===== src/rtl/aes_pkg.sv =====
// Shared AES GF(2^8) helpers, column types, FSM encoding and MixColumns coefficients.
// Latency: n/a (functions and types only).
// Backpressure: n/a.
package aes_pkg;

  // Low byte of the reduction polynomial x^8 + x^4 + x^3 + x + 1
  localparam logic [7:0] AES_POLY = 8'h1B;

  // One state column; element 0 is row 0 and sits in the most significant byte
  typedef logic [0:3][7:0] col_t;

  typedef enum logic [1:0] {
    ST_IDLE = 2'd0,
    ST_CALC = 2'd1,
    ST_DONE = 2'd2
  } state_t;

  // First row of each circulant matrix; row i is this row rotated right by i
  localparam col_t FWD_COEF = {8'h02, 8'h03, 8'h01, 8'h01};
  localparam col_t INV_COEF = {8'h0e, 8'h0b, 8'h0d, 8'h09};

  function automatic logic [7:0] xtime(input logic [7:0] b);
    return {b[6:0], 1'b0} ^ (b[7] ? AES_POLY : 8'h00);
  endfunction

  // Shift-and-add multiply; with a constant coefficient this folds to a few XORs
  function automatic logic [7:0] gmul(input logic [7:0] a, input logic [7:0] b);
    logic [7:0] p;
    logic [7:0] x;
    p = 8'h00;
    x = a;
    for (int k = 0; k < 8; k++) begin
      if (b[k]) p = p ^ x;
      x = xtime(x);
    end
    return p;
  endfunction

  // Circulant matrix-vector product: out[i] = XOR_j coef[(j-i) mod 4] * a[j]
  function automatic col_t mix_col(input col_t a, input col_t coef);
    col_t r;
    for (int i = 0; i < 4; i++) begin
      r[i] = 8'h00;
      for (int j = 0; j < 4; j++) begin
        r[i] = r[i] ^ gmul(a[j], coef[(j - i + 4) % 4]);
      end
    end
    return r;
  endfunction

endpackage


===== src/rtl/mix_column.sv =====
// Single-column MixColumns transform (inverse selectable when MIXCOL_INV_EN is defined).
// Latency: purely combinational.
// Backpressure: none; the caller owns all handshaking.
module mix_column
  import aes_pkg::*;
(
  input  logic [31:0] col_in,
`ifdef MIXCOL_INV_EN
  input  logic        inv,
`endif
  output logic [31:0] col_out
);

  col_t fwd;

  assign fwd = mix_col(col_t'(col_in), FWD_COEF);

`ifdef MIXCOL_INV_EN
  col_t bwd;
  assign bwd     = mix_col(col_t'(col_in), INV_COEF);
  assign col_out = inv ? bwd : fwd;
`else
  assign col_out = fwd;
`endif

endmodule


===== src/rtl/mix_columns_iter.sv =====
// Iterative MixColumns over a 128-bit row-format state, COLS_PER_CYCLE columns per clock; MIXCOL_INV_EN adds in_inv.
// Latency: 1 + 4/COLS_PER_CYCLE cycles accept-to-out_valid, 1 cycle with in_bypass.
// Backpressure: result held in DONE until out_ready; in_ready is low from accept until the result is taken.
module mix_columns_iter
  import aes_pkg::*;
#(
  parameter int COLS_PER_CYCLE = 1
) (
  input  logic        clk,
  input  logic        rst_n,
  input  logic        in_valid,
  output logic        in_ready,
  input  logic        in_bypass,
`ifdef MIXCOL_INV_EN
  input  logic        in_inv,
`endif
  input  logic [31:0] rowin1,
  input  logic [31:0] rowin2,
  input  logic [31:0] rowin3,
  input  logic [31:0] rowin4,
  output logic        out_valid,
  input  logic        out_ready,
  output logic [31:0] rowout1,
  output logic [31:0] rowout2,
  output logic [31:0] rowout3,
  output logic [31:0] rowout4
);

  localparam logic [1:0] COL_STEP = 2'(COLS_PER_CYCLE);
  localparam logic [1:0] COL_LAST = 2'(4 - COLS_PER_CYCLE);

  state_t state;
  state_t state_nxt;
  logic [1:0] col;
  // st_q[row][column]; column 0 is the most significant byte of a row
  logic [0:3][0:3][7:0] st_q;
  logic accept;

  logic [1:0]  grp_idx [COLS_PER_CYCLE];
  logic [31:0] mc_out  [COLS_PER_CYCLE];

`ifdef MIXCOL_INV_EN
  logic inv_q;
`endif

  assign accept = in_valid && (state == ST_IDLE);

  // One transform per column in the current group
  for (genvar g = 0; g < COLS_PER_CYCLE; g++) begin : g_col
    assign grp_idx[g] = col + 2'(g);
    mix_column u_mix_column (
      .col_in  ({st_q[0][grp_idx[g]], st_q[1][grp_idx[g]],
                 st_q[2][grp_idx[g]], st_q[3][grp_idx[g]]}),
`ifdef MIXCOL_INV_EN
      .inv     (inv_q),
`endif
      .col_out (mc_out[g])
    );
  end

  // State register
  always_ff @(posedge clk or negedge rst_n) begin
    if (!rst_n) state <= ST_IDLE;
    else        state <= state_nxt;
  end

  // Next-state: bypass skips CALC, last column group ends CALC, handshake ends DONE
  always_comb begin
    state_nxt = state;
    case (state)
      ST_IDLE: if (in_valid) state_nxt = in_bypass ? ST_DONE : ST_CALC;
      ST_CALC: if (col == COL_LAST) state_nxt = ST_DONE;
      ST_DONE: if (out_ready) state_nxt = ST_IDLE;
      default: state_nxt = ST_IDLE;
    endcase
  end

  // Handshake outputs decoded straight from the state so reset clears them at once
  always_comb begin
    in_ready  = (state == ST_IDLE);
    out_valid = (state == ST_DONE);
  end

  // Working registers: load on accept, overwrite one column group per CALC cycle
  always_ff @(posedge clk or negedge rst_n) begin
    if (!rst_n) begin
      st_q <= '0;
      col  <= 2'd0;
`ifdef MIXCOL_INV_EN
      inv_q <= 1'b0;
`endif
    end else if (accept) begin
      st_q <= {rowin1, rowin2, rowin3, rowin4};
      col  <= 2'd0;
`ifdef MIXCOL_INV_EN
      inv_q <= in_inv;
`endif
    end else if (state == ST_CALC) begin
      for (int g = 0; g < COLS_PER_CYCLE; g++) begin
        for (int r = 0; r < 4; r++) begin
          st_q[r][grp_idx[g]] <= mc_out[g][31 - 8*r -: 8];
        end
      end
      col <= col + COL_STEP;
    end
  end

  assign rowout1 = st_q[0];
  assign rowout2 = st_q[1];
  assign rowout3 = st_q[2];
  assign rowout4 = st_q[3];

endmodule

===== config.mk =====
export PLATFORM = sky130hd
export DESIGN_NAME = mix_columns_iter
export DESIGN_NICKNAME = d
export VERILOG_FILES = /design/src/rtl/aes_pkg.sv /design/src/rtl/mix_column.sv /design/src/rtl/mix_columns_iter.sv
export SDC_FILE = /design/constraint.sdc
export NUM_CORES = 1
export LEC_CHECK = 0
export ABC_AREA = 1
export ABC_CLOCK_PERIOD_IN_PS = 3000
export CAP_MARGIN = 10
export CELL_PAD_IN_SITES_DETAIL_PLACEMENT = 1
export CELL_PAD_IN_SITES_GLOBAL_PLACEMENT = 2
export CORE_ASPECT_RATIO = 1.4
export CORE_UTILIZATION = 28
export DETAILED_ROUTE_END_ITERATION = 10
export PLACE_DENSITY_LB_ADDON = 0.1
export RECOVER_POWER = 100
export SLEW_MARGIN = 30
export SYNTH_ARGS = -nofsm -noshare
export SYNTH_HDL_FRONTEND = slang
export SYNTH_SLANG_ARGS = --single-unit

===== constraint.sdc =====
create_clock -name clk -period 3 [get_ports clk]
set_clock_uncertainty 0.05 [all_clocks]
set_input_delay 0.9 -clock clk [delete_from_list [all_inputs] [get_ports clk]]
set_output_delay 0.9 -clock clk [all_outputs]
set_load 0.02 [all_outputs]

* Word level (Yosys, flattened, before mapping) *
Index checks and enable logic that the tools add are counted.

storage, ports and cells
  output and inout bits = 130
  register bits = 132

operators by class
  reduce and logical (&&, ||, !) cells = 5
  eq/ne operators = 6
  add/subtract/negate cells = 1
  bitwise logic cells = 21
  muxes and demuxes = 31
  order comparisons = 2

operators by type and width
  kind                                                      number
  2-to-1 mux 128 bit                                        2
  XOR 8 bit                                                 20
  bitwise mux 32 bit                                        4
  2-to-1 mux 8 bit                                          9
  binary-select mux 8 bit (select 2 bit)                    4
  2-to-1 mux 5 bit                                          4
  demux 8 bit (select 2 bit)                                1
  2-to-1 mux 2 bit                                          6
  one-hot mux 2 bit (3 select lines)                        1
  equality test 2 bit, second input constant                2
  != test 2 bit, second input constant                      2
  greater-or-equal comparator 3 bit, second input constant  1
  < comparator 3 x 1 -> 1 bit, second input constant        1
  NOT 2 -> 3 bit                                            1
  AND reduction 3 bit                                       1
  adder 2 x 1 -> 2 bit, second input constant               1
  equality test 2 x 1 -> 1 bit, second input constant       1
  logical AND 1 bit                                         2
  logical NOT 2 bit                                         1
  != test 2 x 1 -> 1 bit, second input constant             1
  nonzero test 2 bit                                        1

* Longest topological paths before layout *
Gate-level depths: netlist of run 1.

  depth in word-level cells = 13
  depth in mapped cells = 16

* Cells and area by module *
Synthesis of run 1 repeated with hierarchy kept, for this count alone.

second synthesis, totals
  cells, all modules = 1736
  area total of the unflattened synthesis = 10349.9 um^2

by module, submodules not included
  module            area each (um^2)  seq. area each (um^2)  times used  cells an instance
  mix_columns_iter  8441.8            3303.2                 1           1321
  mix_column        1908.1            0.0                    1           415

* Worst setup path after synthesis of run 1 *
No wires, ideal clock.

  kind = input to register
  from = input port in_valid
  to = register st_q, in the netlist rowout4[28]
  setup slack = 1.013 ns
  data required time = 2.832 ns
  arrival = 1.819 ns
  stages = 9
  library setup time = 0.118 ns
  cells stage by stage = inv_1 -> nor2_1 -> inv_2 -> buf_2 -> buf_1 -> nand3_1 -> nand2_1 -> inv_1 -> nand2_1

between the ends
  longest elaborated chain between the ends = 2
  elaborated cells between the ends (all ways) = 3

ends and longest elaborated chain
  element                                                   RTL line                 source
  start: declaration                                        mix_columns_iter.sv:11   input logic in_valid,
  logical AND 1 bit *                                       mix_columns_iter.sv:46   assign accept = in_valid && (state == ST_IDLE);
  2-to-1 mux 128 bit or nonzero test 2 bit (tied branches)  n/a
  end signal: assignment                                    mix_columns_iter.sv:93   st_q <= {rowin1, rowin2, rowin3, rowin4};
  end signal: indexed assignment                            mix_columns_iter.sv:101  st_q[r][grp_idx[g]] <= mc_out[g][31 - 8*r -: 8];
  end: declaration                                          mix_columns_iter.sv:36   logic [0:3][0:3][7:0] st_q;

Every way passes the cells marked *; elsewhere a longest branch is shown, timed or not.
A chain may end at the register's enable or synchronous reset.

* Final worst setup path of run 1 *
  from = register col[0]
  to = register st_q, in the netlist rowout4[8]

between the ends
  longest elaborated chain between the ends = 13
  elaborated cells between the ends (all ways) = 29

ends and longest elaborated chain
  element                                               RTL line                                                                 source
  start: declaration                                    mix_columns_iter.sv:34                                                   logic [1:0] col;
  start signal: assignment                              mix_columns_iter.sv:104                                                  col <= col + COL_STEP;
  NOT 2 -> 3 bit (not written as such) *                mix_columns_iter.sv:52, mix_columns_iter.sv:53, mix_columns_iter.sv:101
  binary-select mux 8 bit (select 2 bit)                mix_columns_iter.sv:52                                                   .col_in ({st_q[0][grp_idx[g]], st_q[1][grp_idx[g]],
  2-to-1 mux 8 bit (not written as such) (2 in series)  mix_columns_iter.sv:52
  2-to-1 mux 5 bit                                      n/a
  XOR 8 bit                                             n/a
  XOR 8 bit                                             aes_pkg.sv:33                                                            if (b[k]) p = p ^ x;
  XOR 8 bit (3 in series)                               aes_pkg.sv:45                                                            r[i] = r[i] ^ gmul(a[j], coef[(j - i + 4) % 4]);
  bitwise mux 32 bit *                                  mix_columns_iter.sv:101
  2-to-1 mux 128 bit *                                  mix_columns_iter.sv:98                                                   end else if (state == ST_CALC) begin
  2-to-1 mux 128 bit *                                  mix_columns_iter.sv:92                                                   end else if (accept) begin

Every way passes the cells marked *; elsewhere a longest branch is shown, timed or not. The select of a mux whose other input is x is not followed.

==> summary.txt, run 1 <==
Run status
  – Outcome: complete, but fails checks
  – Failing checks: capacitance limit, slew limit

Cells and area
  – Core Util, Final: 0.393
  – Ratio of cells with drive above 1 in the final layout: 0.0702
  – Diodes inserted: 0
  – Post-layout nets: approximately 1900
  – Post-Layout Cell Count: 2246
  – Area Growth Syn to Fin: 37.6%

CTS
  – Post-CTS Setup Bufs: 0
  – Clk buf depth: 2
  – PostCTS Resize Cnt: 0
  – Root Buffer: clkbuf_16
  – CTS tree: yes
  – Clk sink count: between 100 and 150
  – Clock-pin slew on the worst setup and hold paths: about 60 ps
  – Skew-Pair Late Insertion Delay: 440 ps
  – H-tree levels: 4
  – CTS Hold Bufs: 0
  – CTS Buf Count: 17

STA
  – Max-slew headroom: -0.0165
  – Fin. max-slew vios: 52
  – Hold Fails Final Rpt: 0
  – Final setup viols: 0
  – Worst-Margin Slew: 1520 ps
  – Unrepaired setup endpoints after global routing: no
  – Period minus WS final: between 2000 and 3000 ps
  – Final worst path period share: 0.880
  – Fmax: approximately 380 MHz
  – PnR worst setup slack: about 360 ps
  – Final setup TNS: 0 ps

GRT
  – GR Util All Layers: 0.247
  – Antenna violations before repair: 0
  – Total grt overflow: 0
  – Largest net degree at the start of global routing: ~130
  – First-pass GRT wire length: approximately 67000 um
  – Vias in the first global route: 11546

Floorplan
  – Core area: approximately 34000 um^2
  – Ports: about 260
  – Die Footprint: between 30000 and 40000 um^2
  – # rows: 80
  – Die width: between 150 and 200 um
  – Die height: 223 um
  – Starting density of the core: 0.286

Synthesis
  – Synth Cell Area: slightly below 10000 um^2
  – Mean post-synth cell area: roughly 6.3 um^2
  – Seq cells post-synth: 132
  – Cell variety after synth: 33
  – Sequential fraction of the synthesis area: 0.338
  – Syn_nets: roughly 1700
  – Post-synthesis compound-gate area fraction: 0.0141
  – Yosys Warn Count: 0
  – XOR/XNOR Fraction of Synth Area: 0.0427
  – Multiplexer share of the synthesized area: 0
  – Synthesized instance count: approximately 1500
  – Adder-cell share of the synthesized area: 0.00511
  – Simple-gate share of the synthesized area: 0.501
  – Largest family of logic cells by synthesized area: simple AND/OR/NAND/NOR gates

Placement
  – Port Buffers: roughly 260
  – Final GP Congestion: around 0.83
  – Pre-CTS setup slack: between 300 and 400 ps
  – DPL Wire Length: 31900 um
  – Placed cells: around 2200

Critical path
  – Crit path required time: between 3000 and 4000 ps
  – Crit-path cells: clkbuf_4, nand2_1, nand3_1, nand2_4, inv_1, nand2_1, nand3_1, nand3_1, nand3_1, o211ai_1
  – Critical path's slowest cell: clkbuf_4
  – Crit-path max cell delay: between 500 and 600 ps
  – Crit path kind: reg2reg
  – CP top delay family: simple AND/OR/NAND/NOR gates
  – CP dominant cell by count: nand3_1
  – Worst path bufs/invs: 2
  – CP Capture Type: flop
  – Crit path DAT: ~2900 ps
  – Setup crit start kind: flop
  – Setup slack, reg-to-reg: between 300 and 400 ps
  – Crit path max fanout: 44

Routing
  – Routed WL: between 40000 and 50000 um
  – Starting DRT DRC Count: approximately 410
  – Vias/cell: 4.82
  – DR pass1 iterations: 5
  – DR vias: around 11000
  – Post-route DRC: 0
  – WL/cell: ~19 um
  – Detail Route Antenna Nets: 0

Power and ir drop
  – Clock power frac: 0.111
  – Switching share of power: 0.569
  – Part of the power in registers: 0.176
  – Pint: slightly below 9 mW
  – Comb pwr share: 0.713
  – P per Cell Area: around 1500 nW/um^2
  – Switching power: 11.4 mW
  – Leakage Power: between 7 and 8 nW
  – Peak supply drop: between 0.0004 and 0.0005 V

Run
  – Max Cap Violations: 1

Worst hold path
  – Hold Crit Class: reg2reg
## power by group through the flow
stage / clock network, mW / logic [mW] / registers (mW)
floorplan: 0 / 8.49 / 4.34
global placement: 0 / 14.5 / 3.63
detailed placement: 0 / 14.8 / 3.62
CTS: 2.27 / 14.9 / 3.60
global route: 2.31 / 15.9 / 3.68
finish: 2.22 / 14.3 / 3.53
## metal layers
layer,wire length (um),part of all wire,up-vias,track usage
met2,22600,0.53,225,0.455
met1,17800,0.41,5234,0.291
met3,1490,0.035,53,0.0348
li1,-,-,5323,-
met4,1020,0.024,0,0.0808
met5,0,0,-,0
## state kept, by name, summed over array words and instances, names as in the netlist
register  cells
rowout4      32
rowout2      32
rowout1      32
state         2
rowout3      32
col           2
## tightest hold or removal path, stage by stage, from the launching register on
cell     delay [ps]
dfrtp_1         370
nand3_1          80
nand3_1          70
## Yosys cell counts
| cell | n | area share |
|---|---|---|
| xor2_1 | 7 | 0.0063 |
| a22o_1 | 1 | 0.00090 |
| dfrtp_1 | 132 | 0.34 |
| a21o_1 | 6 | 0.0046 |
| clkinv_1 | 7 | 0.0027 |
| nand4_1 | 4 | 0.0026 |
| buf_6 | 9 | 0.010 |
| nand3_2 | 16 | 0.016 |
| nand2_4 | 8 | 0.0092 |
| o211ai_1 | 1 | 0.00077 |
| ha_1 | 4 | 0.0051 |
| clkbuf_1 | 28 | 0.011 |
| and2_1 | 1 | 0.00064 |
| nand3_1 | 341 | 0.17 |
| nand2_1 | 715 | 0.27 |
| or2_1 | 6 | 0.0038 |
| buf_4 | 8 | 0.0061 |
| o31ai_1 | 2 | 0.0015 |
| xnor2_1 | 24 | 0.021 |
| o22ai_1 | 1 | 0.00064 |
| nor2_2 | 1 | 0.00064 |
| nor2_1 | 7 | 0.0027 |
| buf_2 | 16 | 0.0082 |
| xnor2_2 | 5 | 0.0083 |
| inv_2 | 7 | 0.0027 |
| nand2_2 | 24 | 0.015 |
| nand3b_1 | 1 | 0.00077 |
| buf_1 | 13 | 0.0050 |
| xor2_2 | 4 | 0.0066 |
| o21ai_0 | 5 | 0.0026 |
| o21bai_1 | 4 | 0.0031 |
| inv_6 | 1 | 0.00090 |
| inv_1 | 139 | 0.053 |
## cell families after synthesis
logic type | after synthesis
AOI/OAI and AO/OA | 20
xor gates and xnor gates | 40
adders and majority gates | 4
buffers and inverters | 228
DFF | 132
and+or+nand+nor | 1124
## cells in the final DEF (no fill, tap or decap), types with 5 or more instances in the layout
master,instances
nand2_1,716
nand3_1,341
inv_1,140
dfrtp_1,131
dlygate4sd3_1,131
clkdlybuf4s50_1,130
xnor2_1,24
nand2_2,23
buf_4,18
clkbuf_16,17
nand3_2,16
nand2_4,8
clkinv_1,7
xor2_1,7
or2_1,6
nor2_1,6
a21o_1,6
buf_12,6
o21ai_0,5
inv_2,5
xnor2_2,5
clkinv_2,5
clkinvlp_4,5
## stage by stage
| stage | hold WS (ps) | total power [mW] | cell area [um^2] |
|---|---|---|---|
| 2_1_floorplan | 554 | 12.8 | 9790 |
| 3_3_place_gp | 497 | 18.2 | 12900 |
| 3_5_place_dp | 504 | 18.4 | 12900 |
| 4_1_cts | 390 | 20.7 | 13500 |
| 5_1_grt | 538 | 21.9 | 13500 |
| 6_report | 510 | 20.1 | 13500 |
## final cells by class
cell class / count / area (um^2)
clock buffers: 18 / 439
multi-input cells: 1188 / 5520
inverters: 154 / 584
fillers: 4457 / 20800
clock inverters: 14 / 161
well taps: 451 / 564
flip-flops and latches: 132 / 3300
repair buffers: 289 / 2900
## worst paths after layout
path | cells past startpoint | to | startpoint
max | 10 | rowout4[8] | col[0]
min | 2 | rowout4[24] | rowout4[24]
max reg2reg | 10 | rowout4[8] | col[0]
min reg2reg | 2 | rowout4[24] | rowout4[24]
max in group asynchronous | 1 | col[1] | rst_n
min in group asynchronous | 1 | rowout2[31] | rst_n
No activity file was read; power rests on OpenSTA's default activity.
==> run 2, diff against run 1 <==
--- a/config.mk
+++ b/config.mk
@@ -10,8 +10,9 @@
 export CAP_MARGIN = 10
 export CELL_PAD_IN_SITES_DETAIL_PLACEMENT = 1
 export CELL_PAD_IN_SITES_GLOBAL_PLACEMENT = 2
-export CORE_ASPECT_RATIO = 1.4
+export CORE_ASPECT_RATIO = 1.25
 export CORE_UTILIZATION = 28
+export CTS_CLUSTER_DIAMETER = 150
 export DETAILED_ROUTE_END_ITERATION = 10
 export PLACE_DENSITY_LB_ADDON = 0.1
 export RECOVER_POWER = 100
==> run 2 against run 1 <==
Compared with the run above:
- total power fell by 0.89%
- register-to-register slack got worse by 30 ps
- worst hold slack got worse by 13 ps
- combinational power barely moved
- global-route usage rose by 0.25 points
- the run still ends with capacitance limit, slew limit left
- final cell count up 0.76%
- non-clock buffer count did not move
- via count increased by 0.90%
- largest cell class unchanged
- wire length grew 0.66%
==> summary.txt, run 2 (same netlist as run 1, synthesis figures left out) <==
Placement
  – DPL Wire Length: ~31000 um
  – Final GP Congestion: about 0.83
  – Port Buffers: roughly 260

CTS
  – CTS Hold Bufs: 0
  – Clk sink count: 132
  – H-tree levels: 4
  – PostCTS Resize Cnt: 0
  – CTS tree: yes
  – Root Buffer: clkbuf_16
  – Post-CTS Setup Bufs: 0
  – Clk buf depth: 2
  – Clock-pin slew on the worst setup and hold paths: about 70 ps
  – Skew-Pair Late Insertion Delay: approximately 440 ps
  – CTS Buf Count: 17

Routing
  – Post-route DRC: 0
  – WL/cell: roughly 19 um
  – DR pass1 iterations: 5
  – Vias/cell: a little under 5
  – DR vias: 10932
  – Detail Route Antenna Nets: 0
  – Starting DRT DRC Count: 564
  – Routed WL: 43200 um

Cells and area
  – Post-layout nets: around 1900
  – Ratio of cells with drive above 1 in the final layout: 0.0624
  – Area Growth Syn to Fin: 37.2%
  – Core Util, Final: 0.390
  – Diodes inserted: 0
  – Most frequent cells in the layout: nand2_1, nand3_1, inv_1
  – Commonest non-fill, non-tap cell in the layout: nand2_1

Power and ir drop
  – Switching power: ~11 mW
  – Total design power: 19.9 mW
  – Clock power frac: 0.110
  – Pint: 8.55 mW
  – Leakage Power: roughly 7 nW
  – P per Cell Area: approximately 1500 nW/um^2
  – Peak supply drop: 0.000521 V
  – Comb pwr share: 0.713
  – Switching share of power: 0.570
  – Part of the power in registers: 0.177

STA
  – Final setup TNS: 0 ps
  – Period minus WS final: approximately 2700 ps
  – Worst-Margin Slew: approximately 1600 ps
  – Final worst path period share: 0.889
  – Hold Fails Final Rpt: 0
  – Unrepaired setup endpoints after global routing: no
  – Fin. max-slew vios: 59
  – Final setup viols: 0
  – Max-slew headroom: -0.0601
  – Fmax: roughly 380 MHz

Critical path
  – Crit path kind: reg2reg
  – Crit path DAT: just under 3000 ps
  – CP top delay family: simple AND/OR/NAND/NOR gates
  – Setup slack, reg-to-reg: roughly 330 ps
  – CP dominant cell by count: nand2_1
  – CP Capture Type: flop
  – FF-to-FF Start: col[0]
  – Worst path bufs/invs: 2
  – Crit-path cells: inv_6, buf_4, nand2_1, nand3_1, nand2_2, xnor2_1, nand2_1, nand3_1, nand2_1, nand2_1, nand2_1
  – Setup crit start kind: flop
  – Worst r2r path cells: 11
  – FF-to-FF End: rowout1[19]
  – Critical path's slowest cell: xnor2_1
  – Crit path max fanout: 40
  – Crit path required time: 3280 ps
  – Crit-path max cell delay: approximately 500 ps

GRT
  – Vias in the first global route: about 11000
  – First-pass GRT wire length: about 67000 um
  – Largest net degree at the start of global routing: 75
  – Antenna violations before repair: 0
  – GR Util All Layers: 0.249
  – Total grt overflow: 0

Run status
  – Outcome: complete, but fails checks
  – Failing checks: capacitance limit, slew limit

Floorplan
  – Die height: between 200 and 250 um
  – Starting density of the core: 0.284
  – Ports: 263
  – Die width: around 170 um
  – Core area: 34400 um^2
  – # rows: 76
  – Die Footprint: between 30000 and 40000 um^2

Run
  – Max Cap Violations: 1

Worst hold path
  – Hold Crit Class: in2async
## run 2: changes by cell type in the layout (fill, tap and decap cells not counted), moves of 2 or more
cell / delta
nand3_1: +3
clkbuf_1: +3
nand3_2: -3
or2_0: +5
clkinv_2: -3
nand2_4: -2
clkbuf_8: +2
nand2_2: -4
nand2_1: +6
or2_1: -5
buf_4: -2
## run 2: how the worst max path moves through the flow
stage,startpoint,to,slack (ps),cells past startpoint
CTS,state[0],in_ready,390,2
global placement,in_valid,rowout1[8],460,8
floorplan,in_valid,rowout4[28],1010,9
global route,col[0],rowout1[21],170,13
detailed placement,in_valid,rowout1[8],430,8
finish,col[0],rowout1[19],330,11
## run 2: layer usage
layer	global-route usage	routed length [um]	up-vias
li1	-	-	5312
met1	0.311	18600	5332
met2	0.450	22300	245
met3	0.0322	1530	43
met4	0.0646	797	0
met5	0	0	-
## run 2: final cells by class
type	instances	area (um^2)
flip-flops and latches	132	3300
inverters	154	584
repair buffers	289	2900
multi-input cells	1188	5460
fillers	4456	21000
well taps	468	586
clock buffers	21	470
clock inverters	11	128
## run 2: per-stage QoR
stage	instance area, um^2	instances	hold WS [ps]	setup slack (ps)
after floorplan	9790	1548	554	1010
after global placement	12900	2231	487	461
after detailed placement	12900	2231	500	432
after CTS	13500	2263	395	392
after global routing	13400	2263	546	169
final	13400	2263	497	333
## run 2: power by group through the flow
stage / Sequential [mW] / Clock [mW] / Combinational, mW
2_1_floorplan: 4.34 / 0 / 8.49
3_3_place_gp: 3.62 / 0 / 14.5
3_5_place_dp: 3.62 / 0 / 14.8
4_1_cts: 3.59 / 2.23 / 14.9
5_1_grt: 3.67 / 2.29 / 15.8
6_report: 3.52 / 2.18 / 14.2
==> run 3, diff against run 2 <==
--- a/config.mk
+++ b/config.mk
@@ -12,7 +12,7 @@
 export CELL_PAD_IN_SITES_GLOBAL_PLACEMENT = 2
 export CORE_ASPECT_RATIO = 1.25
 export CORE_UTILIZATION = 28
-export CTS_CLUSTER_DIAMETER = 150
+export CTS_CLUSTER_DIAMETER = 50
 export DETAILED_ROUTE_END_ITERATION = 10
 export PLACE_DENSITY_LB_ADDON = 0.1
 export RECOVER_POWER = 100
==> results of run 3 <==
No change in the layout: final DEF, timing and power equal those of run 2.
